### src/rtl/cdc_toggle_rx.sv
// cdc_toggle_rx: destination side of a toggle-handshake word crossing.
// Synchronizes req_tgl, captures req_data once per toggle, returns ack_tgl.
module cdc_toggle_rx #(
  parameter int DATA_W      = 8,
  parameter int SYNC_STAGES = 2
) (
  input  logic              clk,
  input  logic              rst_n,
  input  logic              req_tgl,
  input  logic [DATA_W-1:0] req_data,
  output logic              ack_tgl,
  output logic              out_valid,
  input  logic              out_ready,
  output logic [DATA_W-1:0] out_data,
  output logic              proto_err
);

  typedef enum logic {
    IDLE,
    HOLD
  } state_t;

  state_t r_state;
  state_t w_state_nxt;

  logic [SYNC_STAGES-1:0] r_sync;
  logic                   r_ref;
  logic                   r_valid;
  logic [DATA_W-1:0]      r_data;
  logic                   r_ack;
  logic                   r_err;

  logic w_sync_out;
  logic w_detect;
  logic w_capture;
  logic w_xfer;
  logic w_err_set;

  // Only the first flop of this chain ever sees the raw source toggle.
  always_ff @(posedge clk or negedge rst_n) begin
    if (!rst_n) begin
      r_sync <= '0;
    end else begin
      r_sync <= {r_sync[SYNC_STAGES-2:0], req_tgl};
    end
  end

  assign w_sync_out = r_sync[SYNC_STAGES-1];
  assign w_detect   = w_sync_out ^ r_ref;

  always_ff @(posedge clk or negedge rst_n) begin
    if (!rst_n) begin
      r_ref <= 1'b0;
    end else if (w_detect) begin
      r_ref <= w_sync_out;
    end
  end

  always_ff @(posedge clk or negedge rst_n) begin
    if (!rst_n) begin
      r_state <= IDLE;
    end else begin
      r_state <= w_state_nxt;
    end
  end

  always_comb begin
    w_state_nxt = r_state;
    w_capture   = 1'b0;
    w_xfer      = 1'b0;
    w_err_set   = 1'b0;
    unique case (r_state)
      IDLE: begin
        if (w_detect) begin
          w_capture   = 1'b1;
          w_state_nxt = HOLD;
        end
      end
      HOLD: begin
        // A new toggle here cannot be stored; it is flagged and dropped.
        if (w_detect) begin
          w_err_set = 1'b1;
        end
        if (r_valid && out_ready) begin
          w_xfer      = 1'b1;
          w_state_nxt = IDLE;
        end
      end
      default: begin
        w_state_nxt = IDLE;
      end
    endcase
  end

  always_ff @(posedge clk or negedge rst_n) begin
    if (!rst_n) begin
      r_valid <= 1'b0;
      r_data  <= '0;
    end else if (w_capture) begin
      r_valid <= 1'b1;
      r_data  <= req_data;
    end else if (w_xfer) begin
      r_valid <= 1'b0;
    end
  end

  always_ff @(posedge clk or negedge rst_n) begin
    if (!rst_n) begin
      r_ack <= 1'b0;
    end else if (w_xfer) begin
      r_ack <= ~r_ack;
    end
  end

  always_ff @(posedge clk or negedge rst_n) begin
    if (!rst_n) begin
      r_err <= 1'b0;
    end else if (w_err_set) begin
      r_err <= 1'b1;
    end
  end

  assign ack_tgl   = r_ack;
  assign out_valid = r_valid;
  assign out_data  = r_data;
  assign proto_err = r_err;

endmodule

### config.mk
export PLATFORM = sky130hd
export DESIGN_NAME = cdc_toggle_rx
export DESIGN_NICKNAME = d
export VERILOG_FILES = /design/src/rtl/cdc_toggle_rx.sv
export SDC_FILE = /design/constraint.sdc
export NUM_CORES = 1
export LEC_CHECK = 0
export CAP_MARGIN = 30
export CORE_AREA = 2 2 39 41
export DETAILED_ROUTE_END_ITERATION = 10
export DIE_AREA = 0 0 41 43
export DONT_BUFFER_PORTS = 1
export GPL_TIMING_DRIVEN = 0
export PLACE_DENSITY = 0.65
export SYNTH_ARGS = -nofsm -noshare
export SYNTH_HDL_FRONTEND = slang
export SYNTH_SLANG_ARGS = --single-unit
### constraint.sdc
create_clock -name clk -period 2.8 [get_ports clk]
set_input_delay 0.84 -clock clk [delete_from_list [all_inputs] [get_ports clk]]
set_output_delay 0.84 -clock clk [all_outputs]
set_load 0.005 [all_outputs]
==> impl_metrics.py <==
metrics = {
    "power_and_ir_drop": {
        "ir_drop_mv": 0.356,
        "p_int_w": 0.000431,
        "pwr-share-clk": 0.199,
        "p_switching_w": 0.000158,
        "p_comb_frac": 0.197,
        "p_sw_frac": 0.268,
        "powerDensity_mw_per_mm2": 1000,
        "power_frac_seq": 0.605,
        "p_leak_nw": 0.251,
    },
    "logic_synthesis": {
        "synth.area.top_cells": "dfrtp_1 (69%), mux2_2 (17%), buf_6 (2.1%), a21o_2 (1.6%), xnor2_1 (1.6%)",
        "synth.most_common_cell": "dfrtp_1",
        "synth_area_per_cell_um2": 15.9,
        "synthMuxAreaShare": 0.166,
        "synth_compound_area_frac": 0.0416,
        "synth-edff-count": 0,
        "synth.distinct_cells": 13,
        "synth_xor_area_frac": 0.0323,
        "synthTopCellsByCount": "dfrtp_1 (15), mux2_2 (8)",
        "syn_nets": 46,
        "synth_adder_area_share": 0,
        "synthFlopType": "dfrtp_1",
        "ys_warn_count": 0,
        "synth_top_area_share": 0.693,
        "async_reset_ff_frac": 1.00,
        "yosysTopAreaCell": "dfrtp_1",
        "netlist_instances": 34,
        "ys_seq_elements": 15,
        "seq_area_frac_synth": 0.693,
        "synthesis.area_um2": 542,
        "synth_top_family_by_area": "multiplexers",
        "synth-simple-area-share": 0.0300,
    },
    "sta": {
        "slew_headroom": 0.831,
        "finalCritPeriodShare": 0.551,
        "timing.final.hold_violations": 0,
        "fmax_mhz": 649,
        "rsz0062_at_grt": "false",
        "setup_viol": 0,
        "min_period_ns": 1.54,
        "tightest_slew_ns": 0.253,
        "fin_tns_setup_ns": 0,
        "finClkSkew_ns": 0.00193,
        "drv_slew": 0,
    },
    "setup_path": {
        "crit_cells": 0,
        "start_kind": "register",
        "r2r_cells": 4,
        "worstSetupPathType": "reg2out",
        "cp.arrival_ns": 0.70,
        "crit_required_ns": 1.96,
        "crit_fanout": 4,
        "critPathCaptureType": "output port",
    },
    "clock_network": {
        "cts.sinks": 15,
        "cts_hold_buf": 0,
        "numCtsBuffers": 3,
        "cts_resized": 0,
        "cts-root-buf": "clkbuf_4",
        "clk_latency_ns": 0.27,
        "htree_levels": 1,
        "post_cts_buffers": 0,
        "cts_tree": "built",
        "cts_max_path_buffers": 2,
        "clk_pin_slew_worst_paths_ns": 0.08,
    },
    "hold_path": {
        "hold_class": "in2async",
    },
    "route": {
        "drtIter0Drc": 1,
        "wl_um": 802,
        "drt-wirelength-per-cell_um": 14.9,
        "dr.pass1.iters": 2,
        "routed-via-count": 276,
        "ant_nets": 0,
        "drc": 0,
        "viasPerCell": 5.11,
    },
    "cells_and_area": {
        "syn2layout_area_growth_pct": 8.54,
        "num_antenna_cells": 0,
        "stdcell_count": 54,
        "drive_gt1_frac": 0.368,
        "fin_nets": 51,
    },
    "placed_design": {
        "placed_cells": 50,
        "portBuffers": 0,
        "hpwlAfterDp_um": 612,
        "gp_congestion": 0.552,
    },
    "run": {
        "cap_violations": 0,
    },
    "grt": {
        "grt-ovfl-total": 0,
        "grt_pass1_vias": 308,
        "antenna_found_initial": 0,
        "grt_pass1_wl_um": 1320,
        "grt_max_degree": 16,
        "grt_use_total": 0.120,
    },
    "floorplan": {
        "io_pins": 23,
        "die-area_mm2": 0.00176,
        "die-width_um": 41,
        "core_area_mm2": 0.00138,
        "fp-row-count": 14,
        "die_height_um": 43,
        "initial_core_util": 0.392,
    },
    "outcome": {
        "status": "complete, no violations",
    },
}
==> metal layers <==
layer  wire, um  up-vias  share of wire  global-route usage
met3         72        2          0.090              0.0471
met4          8        0          0.010               0.120
met2        417       13           0.52               0.172
met1        303      138           0.38               0.122
li1           -      123              -                   -
met5          0        -              0                   0
==> registers in the layout, summed over array words and instances (netlist names) <==
name       count
out_data       8
r_sync         2
ack_tgl        1
out_valid      1
proto_err      1
r_ref          1
r_state        1
==> logic make-up (layout without fill, tap and decap cells) <==
group | Yosys count | after routing
mux | 8 | 8
compound gates | 3 | 3
flops | 15 | 15
simple gates | 3 | 3
buf+inv | 3 | 7
xor+xnor | 2 | 2
==> area by class of cell <==
class                      count  area, um^2
multi-input combinational     16         146
clock buffer                   4        26.3
buffer                         2        16.3
fill                         130         796
sequential                    15         375
inverter                       1        3.75
tap                           16        20.0
==> stage by stage <==
step | setup slack (ns) | total power [W] | hold slack, ns | util | area, um^2
global route | 1.20 | 0.000632 | 0.215 | 0.425 | 588
global placement | 1.45 | 0.000473 | 0.332 | 0.406 | 562
detailed placement | 1.40 | 0.000481 | 0.340 | 0.406 | 562
floorplan | 1.49 | 0.000453 | 0.331 | - | 542
CTS | 1.24 | 0.000601 | 0.237 | 0.425 | 588
finish | 1.26 | 0.000590 | 0.251 | 0.425 | 588
==> path summary, 6_finish.rpt <==
| path | from | end | slack, ns |
|---|---|---|---|
| worst max-delay path | out_valid$_DFFE_PN0P_ | out_valid | 1.26 |
| worst min-delay path | rst_n | out_data[7]$_DFFE_PN0P_ | 0.25 |
| worst max register to register | r_sync[1]$_DFF_PN0_ | out_data[5]$_DFFE_PN0P_ | 1.41 |
| worst min register to register | r_sync[0]$_DFF_PN0_ | r_sync[1]$_DFF_PN0_ | 0.36 |
| max in group asynchronous | rst_n | out_data[3]$_DFFE_PN0P_ | 2.48 |
| min in group clk | r_sync[0]$_DFF_PN0_ | r_sync[1]$_DFF_PN0_ | 0.36 |
==> power groups by stage <==
stage | Combinational, W | Clock (W) | Sequential [W]
2_1_floorplan | 0.000106 | 0 | 0.000347
3_3_place_gp | 0.000112 | 0 | 0.000361
3_5_place_dp | 0.000118 | 0 | 0.000363
4_1_cts | 0.000118 | 0.000124 | 0.000359
5_1_grt | 0.000126 | 0.000136 | 0.000370
6_report | 0.000116 | 0.000117 | 0.000356
==> placed cells by master (no fill, tap or decap) <==
cell type,Yosys,routed
dfrtp_1,15,15
mux2_2,8,8
clkbuf_4,0,3
xor2_1,1,1
nand3_1,1,1
o21a_1,1,1
xnor2_1,1,1
a21o_2,1,1
and2b_1,1,1
buf_6,1,1
buf_2,1,1
inv_1,1,1
nor2_1,1,1
o22ai_1,1,1
clkbuf_1,0,1
No activity file was read; power rests on OpenSTA's default activity.
